$ cat src/rtl/nonce_search_ctrl_if.sv
// Host and hash-pipeline signals of the nonce search controller, bundled as one interface.
// Latency: none, wires only.
// Backpressure: none. The hash pipeline is free-running and the host handshake is a start pulse.
interface nonce_search_ctrl_if #(
    parameter int CNT_W = 32
);
    logic             start;
    logic [255:0]     base_nonce;
    logic [255:0]     target;
    logic [CNT_W-1:0] max_attempts;
    logic [255:0]     hash_nonce;
    logic [255:0]     hash_digest;
    logic             busy;
    logic             done;
    logic             found;
    logic [255:0]     found_nonce;
    logic [255:0]     found_digest;

    // Environment side: host controls plus the hash pipeline output.
    modport master (
        output start, base_nonce, target, max_attempts, hash_digest,
        input  hash_nonce, busy, done, found, found_nonce, found_digest
    );

    // Controller side.
    modport slave (
        input  start, base_nonce, target, max_attempts, hash_digest,
        output hash_nonce, busy, done, found, found_nonce, found_digest
    );
endinterface

$ cat src/rtl/nonce_search_ctrl.sv
// Feeds consecutive nonces to a fixed-latency hash pipeline and reports the first digest below target.
// Latency: one nonce per cycle. done comes LATENCY+1 cycles after the last issue, or the cycle after a hit is sampled.
// Backpressure: none. start is ignored while busy. The pipeline cannot stall, so returns are matched by counting.
module nonce_search_ctrl #(
    parameter int LATENCY = 65,   // hash_nonce -> hash_digest delay in cycles, >= 1
    parameter int CNT_W   = 32    // must match the interface CNT_W
) (
    input  logic              clk,
    input  logic              rst_n,
    nonce_search_ctrl_if.slave bus
);
    typedef enum logic [1:0] {IDLE, ISSUE, DRAIN, DONE} state_t;

    state_t             state;
    logic [255:0]       base_q;
    logic [255:0]       target_q;
    logic [CNT_W-1:0]   max_q;
    logic [CNT_W-1:0]   issued_cnt;
    logic [CNT_W-1:0]   ret_cnt;
    // issue_q marks that hash_nonce holds a freshly issued nonce this cycle.
    // vld_sr delays that mark by the pipeline depth, so its MSB lines up with hash_digest.
    logic               issue_q;
    logic [LATENCY-1:0] vld_sr;

    logic [255:0]       hash_nonce_q;
    logic [255:0]       found_nonce_q;
    logic [255:0]       found_digest_q;
    logic               busy_q;
    logic               done_q;
    logic               found_q;

    logic               ret_vld;
    logic               is_hit;

    assign ret_vld = vld_sr[LATENCY-1];
    assign is_hit  = ret_vld && (bus.hash_digest < target_q);

    assign bus.hash_nonce   = hash_nonce_q;
    assign bus.busy         = busy_q;
    assign bus.done         = done_q;
    assign bus.found        = found_q;
    assign bus.found_nonce  = found_nonce_q;
    assign bus.found_digest = found_digest_q;

    // Search FSM: issue nonces, count returning digests, and stop on the first hit or on exhaustion.
    always_ff @(posedge clk) begin
        if (!rst_n) begin
            state          <= IDLE;
            base_q         <= '0;
            target_q       <= '0;
            max_q          <= '0;
            issued_cnt     <= '0;
            ret_cnt        <= '0;
            issue_q        <= 1'b0;
            vld_sr         <= '0;
            hash_nonce_q   <= '0;
            found_nonce_q  <= '0;
            found_digest_q <= '0;
            busy_q         <= 1'b0;
            done_q         <= 1'b0;
            found_q        <= 1'b0;
        end else begin
            done_q  <= 1'b0;
            issue_q <= 1'b0;
            // Shift form that still works when LATENCY is 1.
            vld_sr  <= (vld_sr << 1) | LATENCY'(issue_q);
            case (state)
                IDLE, DONE: begin
                    if (bus.start) begin
                        base_q         <= bus.base_nonce;
                        target_q       <= bus.target;
                        max_q          <= bus.max_attempts;
                        issued_cnt     <= '0;
                        ret_cnt        <= '0;
                        vld_sr         <= '0;
                        found_q        <= 1'b0;
                        found_nonce_q  <= '0;
                        found_digest_q <= '0;
                        if (bus.max_attempts == '0) begin
                            state  <= DONE;
                            done_q <= 1'b1;
                            busy_q <= 1'b0;
                        end else begin
                            state  <= ISSUE;
                            busy_q <= 1'b1;
                        end
                    end
                end
                ISSUE, DRAIN: begin
                    if (is_hit) begin
                        // A hit beats a same-cycle issue or a same-cycle final return.
                        // Clearing the valid marks drops every digest still in flight.
                        found_q        <= 1'b1;
                        found_nonce_q  <= base_q + 256'(ret_cnt);
                        found_digest_q <= bus.hash_digest;
                        vld_sr         <= '0;
                        issue_q        <= 1'b0;
                        state          <= DONE;
                        done_q         <= 1'b1;
                        busy_q         <= 1'b0;
                    end else begin
                        if (ret_vld) begin
                            ret_cnt <= ret_cnt + CNT_W'(1);
                        end
                        if (state == ISSUE) begin
                            hash_nonce_q <= base_q + 256'(issued_cnt);
                            issue_q      <= 1'b1;
                            issued_cnt   <= issued_cnt + CNT_W'(1);
                            // max_q is at most 2^CNT_W-1, so this increment never wraps.
                            if (issued_cnt + CNT_W'(1) == max_q) begin
                                state <= DRAIN;
                            end
                        end else if (ret_vld && (ret_cnt + CNT_W'(1) == issued_cnt)) begin
                            state  <= DONE;
                            done_q <= 1'b1;
                            busy_q <= 1'b0;
                        end
                    end
                end
                default: state <= IDLE;
            endcase
        end
    end
endmodule

$ cat src/flat_wrapper.sv
// flat-port wrapper written by rule: the top's interface ports become plain ports
module nonce_search_ctrl_flat 
#(
    parameter int LATENCY = 65,                                                     
    parameter int CNT_W   = 32                                     
)
  (clk, rst_n, bus_start, bus_base_nonce, bus_target, bus_max_attempts, bus_hash_digest, bus_hash_nonce, bus_busy, bus_done, bus_found, bus_found_nonce, bus_found_digest);
  nonce_search_ctrl_if #(.CNT_W(CNT_W)) bus_i ();
  input  logic clk;
  input  logic rst_n;
  input wire logic [$bits(bus_i.start)-1:0] bus_start;
  input wire logic [$bits(bus_i.base_nonce)-1:0] bus_base_nonce;
  input wire logic [$bits(bus_i.target)-1:0] bus_target;
  input wire logic [$bits(bus_i.max_attempts)-1:0] bus_max_attempts;
  input wire logic [$bits(bus_i.hash_digest)-1:0] bus_hash_digest;
  output wire logic [$bits(bus_i.hash_nonce)-1:0] bus_hash_nonce;
  output wire logic [$bits(bus_i.busy)-1:0] bus_busy;
  output wire logic [$bits(bus_i.done)-1:0] bus_done;
  output wire logic [$bits(bus_i.found)-1:0] bus_found;
  output wire logic [$bits(bus_i.found_nonce)-1:0] bus_found_nonce;
  output wire logic [$bits(bus_i.found_digest)-1:0] bus_found_digest;
  assign bus_i.start = bus_start;
  assign bus_i.base_nonce = bus_base_nonce;
  assign bus_i.target = bus_target;
  assign bus_i.max_attempts = bus_max_attempts;
  assign bus_i.hash_digest = bus_hash_digest;
  assign bus_hash_nonce = bus_i.hash_nonce;
  assign bus_busy = bus_i.busy;
  assign bus_done = bus_i.done;
  assign bus_found = bus_i.found;
  assign bus_found_nonce = bus_i.found_nonce;
  assign bus_found_digest = bus_i.found_digest;
  nonce_search_ctrl #(.LATENCY(LATENCY), .CNT_W(CNT_W)) u_core (.clk(clk), .rst_n(rst_n), .bus(bus_i));
endmodule
$ cat config.mk
export PLATFORM = sky130hd
export DESIGN_NAME = nonce_search_ctrl_flat
export DESIGN_NICKNAME = d
export VERILOG_FILES = /design/src/rtl/nonce_search_ctrl_if.sv /design/src/rtl/nonce_search_ctrl.sv /design/src/flat_wrapper.sv
export SDC_FILE = /design/constraint.sdc
export NUM_CORES = 2
export LEC_CHECK = 0
export CORE_AREA = 2 2 618 620
export DETAILED_ROUTE_END_ITERATION = 10
export DIE_AREA = 0 0 620 622
export PLACE_DENSITY = 0.48
export SETUP_SLACK_MARGIN = 0.2
export SLEW_MARGIN = 10
export SYNTH_ARGS = -nofsm -noshare
export SYNTH_HDL_FRONTEND = slang
export SYNTH_SLANG_ARGS = --single-unit
export TNS_END_PERCENT = 1
$ cat constraint.sdc
create_clock -name clk -period 6.8 [get_ports clk]
set_clock_uncertainty 0.05 [all_clocks]
set_input_delay 1.36 -clock clk [delete_from_list [all_inputs] [get_ports clk]]
set_output_delay 1.36 -clock clk [all_outputs]
set_load 0.02 [all_outputs]
# After elaboration in Yosys (flattened, before gate mapping)
# Cells that the tools add are included.
[totals]
regBits = 1447
in_bits = 803
output_inout_bits = 771
wordCells = 89
[classes]
n_addsub = 4
n_lt_le_gt_ge = 1
n_eq_ne = 14
muxes = 38
bitwise = 4
reduce_logical = 14
[op_table]
columns = ["cell", "count"]
rows = [
  ["$pmux 256 s2", 2],
  ["$mux 256", 3],
  ["$add 256x32->256", 2],
  ["$lt 256x256->1", 1],
  ["$mux 32", 5],
  ["$mux 65", 2],
  ["$pmux 65 s2", 1],
  ["$pmux 32 s2", 2],
  ["$or 65x1->65", 1],
  ["$add 32x1->32 const B", 2],
  ["$eq 32x32->1", 2],
  ["$logic_not 32->1", 1],
  ["$reduce_and 3->1", 5],
  ["$mux 1", 13],
  ["$mux 2", 6],
  ["$ne 2x1->1 const B", 3],
  ["$pmux 1 s2", 3],
  ["$eq 2x2->1 const B", 2],
  ["$ne 2x2->1 const B", 2],
  ["$ne 4x1->1 const B", 1],
  ["$ne 4x3->1 const B", 1],
  ["$pmux 2 s2", 1],
  ["$reduce_and 2->1", 2],
  ["$reduce_or 2->1", 2],
  ["other kinds (7)", 10],
]

# Depth between registers and ports, before layout
[depth]
depth_word = 7
ltp_mapped = 15
mapped_depth_nobuf = 13

# Worst setup path after synthesis
# OpenSTA, ideal clock, no wires.
[synth_path]
path_kind = "input to register"
from = "input port bus_hash_digest[109]"
to = "register u_core.hash_nonce_q[205], in the netlist u_core.bus.hash_nonce[205]"
setup_time_ns = 0.122
arrival_ns = 4.288
required_time_ns = 6.628
slack_ns = 2.340
stages = 13
path_buffers = 3
path_cell_list = "ha_1 -> nand2_1 -> or4_1 -> or4_1 -> nor2_1 -> o311ai_0 -> nand4_1 -> a22oi_2 -> a211oi_4 -> buf_2 -> buf_2 -> buf_2 -> a21oi_1"
[synth_between]
elab_chain_len = 4
[synth_lines]
columns = ["element", "line_no", "rtl"]
rows = [
  ["start: declaration", "flat_wrapper.sv:15", "input wire logic [$bits(bus_i.hash_digest)-1:0] bus_hash_digest;"],
  ["$lt 256x256->1", "nonce_search_ctrl.sv:36", "assign is_hit = ret_vld && (bus.hash_digest < target_q);"],
  ["$logic_and 1x1->1", "nonce_search_ctrl.sv:36", ""],
  ["$not 1->1 (no line)", "--", ""],
  ["$reduce_and 3->1 (no line)", "--", ""],
  ["end signal: assignment", "nonce_search_ctrl.sv:106", "hash_nonce_q <= base_q + 256'(issued_cnt);"],
  ["end: declaration", "nonce_search_ctrl.sv:25", "logic [255:0] hash_nonce_q;"],
]
# Every way passes these cells.
# A chain may end at the register's enable or synchronous reset.

# Worst setup path in the final report
[layout_path]
from = "register u_core.base_q[32]"
to = "register u_core.hash_nonce_q[200], in the netlist u_core.bus.hash_nonce[200]"
[layout_between]
elab_chain_len = 1
[layout_lines]
columns = ["element", "line_no", "rtl"]
rows = [
  ["start: declaration", "nonce_search_ctrl.sv:15", "logic [255:0] base_q;"],
  ["start signal: assignment", "nonce_search_ctrl.sv:70", "base_q <= bus.base_nonce;"],
  ["$add 256x32->256", "nonce_search_ctrl.sv:106", ""],
]
# Every way passes these cells.

==> results.py <==
metrics = {
    "sta": {
        "slew_headroom_pct": 15.0,
        "period_needed_ns": 5.67,
        "worst_pin_slew_ns": 1.27,
        "setup_viol_count_final": 0,
        "whs_ns": 0.338,
        "setup_ws_ns": 1.13,
        "setup_tns_ns": 0,
        "fin_crit_sh_pct": 83.4,
        "slew_violations": 0,
        "max_freq_mhz": 176,
        "hold_viol": 0,
        "rsz0062_at_grt": "false",
    },
    "clock_network": {
        "clockBufferDepth": 4,
        "cts_resized": 0,
        "cts.sinks": 1447,
        "postCtsSetupBuffers": 0,
        "cts_made_buffers": 183,
        "clk_pin_slew_worst_paths_ns": 0.06,
        "clkLatencyLatePin_ns": 0.93,
        "tritoncts": "yes",
        "cts_htree_levels": 4,
        "root_buffer": "clkbuf_16",
        "cts_hold_buf": 0,
    },
    "yosys": {
        "syn-num-nets": 9593,
        "syn_area_um2": 70100,
        "synth_top_area_share_pct": 41.3,
        "synth_seq_cells": 1447,
        "yosys_warnings": 0,
        "synth.area.top_cells": "dfxtp_1 41%, nand2_1 8.2%, a22o_1 6.8%",
        "ys.flop_type": "dfxtp_1",
        "synth_edf_count": 0,
        "synthArstFlopShare_pct": 0,
        "syn_inst": 8464,
        "yosysSeqAreaShare_pct": 41.3,
        "syn_avg_cell_area_um2": 8.28,
        "synth_cell_types": 99,
        "synth.largest_area_cell": "dfxtp_1",
    },
    "drt": {
        "wl_um": 469000,
        "post_drt_wl_per_cell_um": 31.2,
        "num_vias": 71200,
        "drtIter0Drc": 6771,
        "drtPass1Iterations": 6,
        "vias_per_cell": 4.75,
        "route.detailed.drc": 0,
        "drtAntennaViolNets": 0,
    },
    "hold_path": {
        "hp-start": "u_core.vld_sr[31]$_SDFF_PN0_",
        "hp-class": "reg -> reg",
    },
    "floorplan": {
        "die_height_um": 622,
        "dieArea_um2": 386000,
        "core_um2": 378000,
        "die_width_um": 620,
        "placementRows": 226,
        "ios": 1574,
        "start_util_pct": 18.5,
    },
    "setup_path": {
        "cp-start-kind": "register",
        "cp_slowest_cell": "dfxtp_1",
        "r2r_start": "u_core.base_q[32]$_SDFFE_PN0P_",
        "cp-startpoint": "u_core.base_q[32]$_SDFFE_PN0P_",
        "worst_ep_arrival_time_ns": 6.29,
        "required_ns": 7.41,
        "endpoint_kind": "register",
        "path_cells": "nand3_1, buf_4, nor2_1, nand4_1, nor3_1, nor2b_2, nand2_1, nor3_1, xnor2_1, a21oi_1",
        "critical_path_class": "reg -> reg",
        "max_stage_delay_ns": 0.79,
        "crit_fanout": 12,
        "crit_top_cell": "nor3_1",
    },
    "finish": {
        "layout_common_cells": "1572 x clkdlybuf4s50_1, 1536 x nand2_1, 1447 x dfxtp_1",
        "fin_area_um2": 97700,
        "fillCellCount": 41300,
        "final_common_cell": "clkdlybuf4s50_1",
        "area_growth_pct": 39.5,
        "nNetsFinal": 10900,
        "drive_above_1_share_pct": 6.08,
        "multi_input_area_um2": 37400,
        "ff_latch_area_um2": 29000,
    },
    "placed_design": {
        "dpl.hpwl_um": 384000,
        "gp_congestion": 0.961,
        "place_area_um2": 91400,
        "pre_cts_slack_ns": 0.320,
        "numPortBuffers": 1573,
    },
    "power_and_ir_drop": {
        "vdd_drop_max_mv": 0.258,
        "p_per_area_nw_per_um2": 310,
        "p_leak_nw": 34.7,
    },
    "global_routing": {
        "grt_pass1_vias": 67300,
        "antenna_found_initial": 165,
        "grt.overflow.total": 0,
        "grt_max_degree": 171,
        "grt_pass1_wl_um": 618000,
        "grtUsageTotal_pct": 23.3,
    },
    "status": {
        "outcome": "finished clean",
    },
    "flow_run": {
        "maxCapViolations": 0,
    },
}
[synthesized netlist by cell type (17+ instances only)]
| library cell | n |
|---|---|
| a211oi_1 | 37 |
| a21o_1 | 62 |
| a21oi_1 | 904 |
| a22o_1 | 541 |
| a22oi_1 | 17 |
| a31oi_1 | 17 |
| and2_1 | 108 |
| and3_1 | 99 |
| and4_1 | 55 |
| buf_1 | 28 |
| buf_2 | 175 |
| buf_4 | 23 |
| clkbuf_1 | 386 |
| dfxtp_1 | 1447 |
| ha_1 | 324 |
| inv_1 | 336 |
| nand2_1 | 1539 |
| nand2b_1 | 28 |
| nand3_1 | 249 |
| nand4_1 | 188 |
| nor2_1 | 326 |
| nor3_1 | 186 |
| nor4_1 | 99 |
| o211ai_1 | 20 |
| o21a_1 | 20 |
| o21ai_0 | 312 |
| o31ai_1 | 19 |
| or3_1 | 39 |
| or4_1 | 19 |
| xnor2_1 | 354 |
| xor2_1 | 247 |
[power breakdown]
part / switching, mW / internal [mW]
combinational: 5.81 / 3.09
sequential: 1.49 / 9.62
clock: 4.39 / 5.93
total: 11.7 / 18.6
[cell families (layout without fill, tap and decap cells)]
family	count (synthesis)	in the layout	share of synthesized area [%]
other	0	66	0
AND/OR/NAND/NOR	3034	3034	20.3
flip-flops	1447	1447	41.3
buffers and inverters	963	2426	5.62
XOR/XNOR	601	601	7.51
multiplexers	18	18	0.261
adder cells (fa/ha/maj)	326	326	5.84
AO/OA/AOI/OAI	2075	2075	19.1
[final timing paths]
path	cells after the start	end	slack (ns)
min reg2reg	1	u_core.vld_sr[32]$_SDFF_PN0_	0.34
min	1	u_core.vld_sr[32]$_SDFF_PN0_	0.34
max	10	u_core.bus.hash_nonce[200]$_SDFFE_PN0P_	1.13
max reg2reg	10	u_core.bus.hash_nonce[200]$_SDFFE_PN0P_	1.13
[metrics by stage]
step                utilization (%)  total power [mW]  cells
finish                         25.8              30.3  15000
global route                   25.8              31.7  15000
CTS                            25.8              30.6  14900
detailed placement             24.2              20.1  14600
global placement               24.2              20.1  14600
floorplan                         -              15.5   8464
[area by class of cell]
cell class | count | share of cell area (%)
antenna | 66 | 0.169
clock buffer | 245 | 5.23
clock inverter | 85 | 1.08
inverter | 337 | 1.30
multi-input combinational | 6054 | 38.3
sequential | 1447 | 29.6
tap | 5016 | 6.42
timing repair buffer | 1759 | 17.9
[state kept, by name (all words and copies together) (netlist names)]
| name | flops |
|---|---|
| u_core.target_q | 256 |
| u_core.issued_cnt | 32 |
| u_core.issue_q | 1 |
| u_core.state | 2 |
| u_core.bus.found_digest | 256 |
| u_core.bus.done | 1 |
| u_core.vld_sr | 65 |
| u_core.base_q | 256 |
| u_core.bus.hash_nonce | 256 |
| u_core.bus.found | 1 |
| u_core.ret_cnt | 32 |
| u_core.bus.found_nonce | 256 |
| u_core.bus.busy | 1 |
| u_core.max_q | 32 |
[routing by layer]
layer / routed length (um) / GRT usage [%]
met3: 35900 / 4.75
met5: 321 / 0
met1: 190000 / 29.0
met2: 220000 / 38.6
met4: 21700 / 10.0
[worst max-delay path, delay by kind of cell, from the launching register on]
kind / cells / cell delay (ns)
simple gates: 7 / 4.04
flops: 1 / 0.79
buf+inv: 1 / 0.29
xor+xnor: 1 / 0.19
compound gates: 1 / 0.10
No activity file was read; power rests on OpenSTA's default activity.
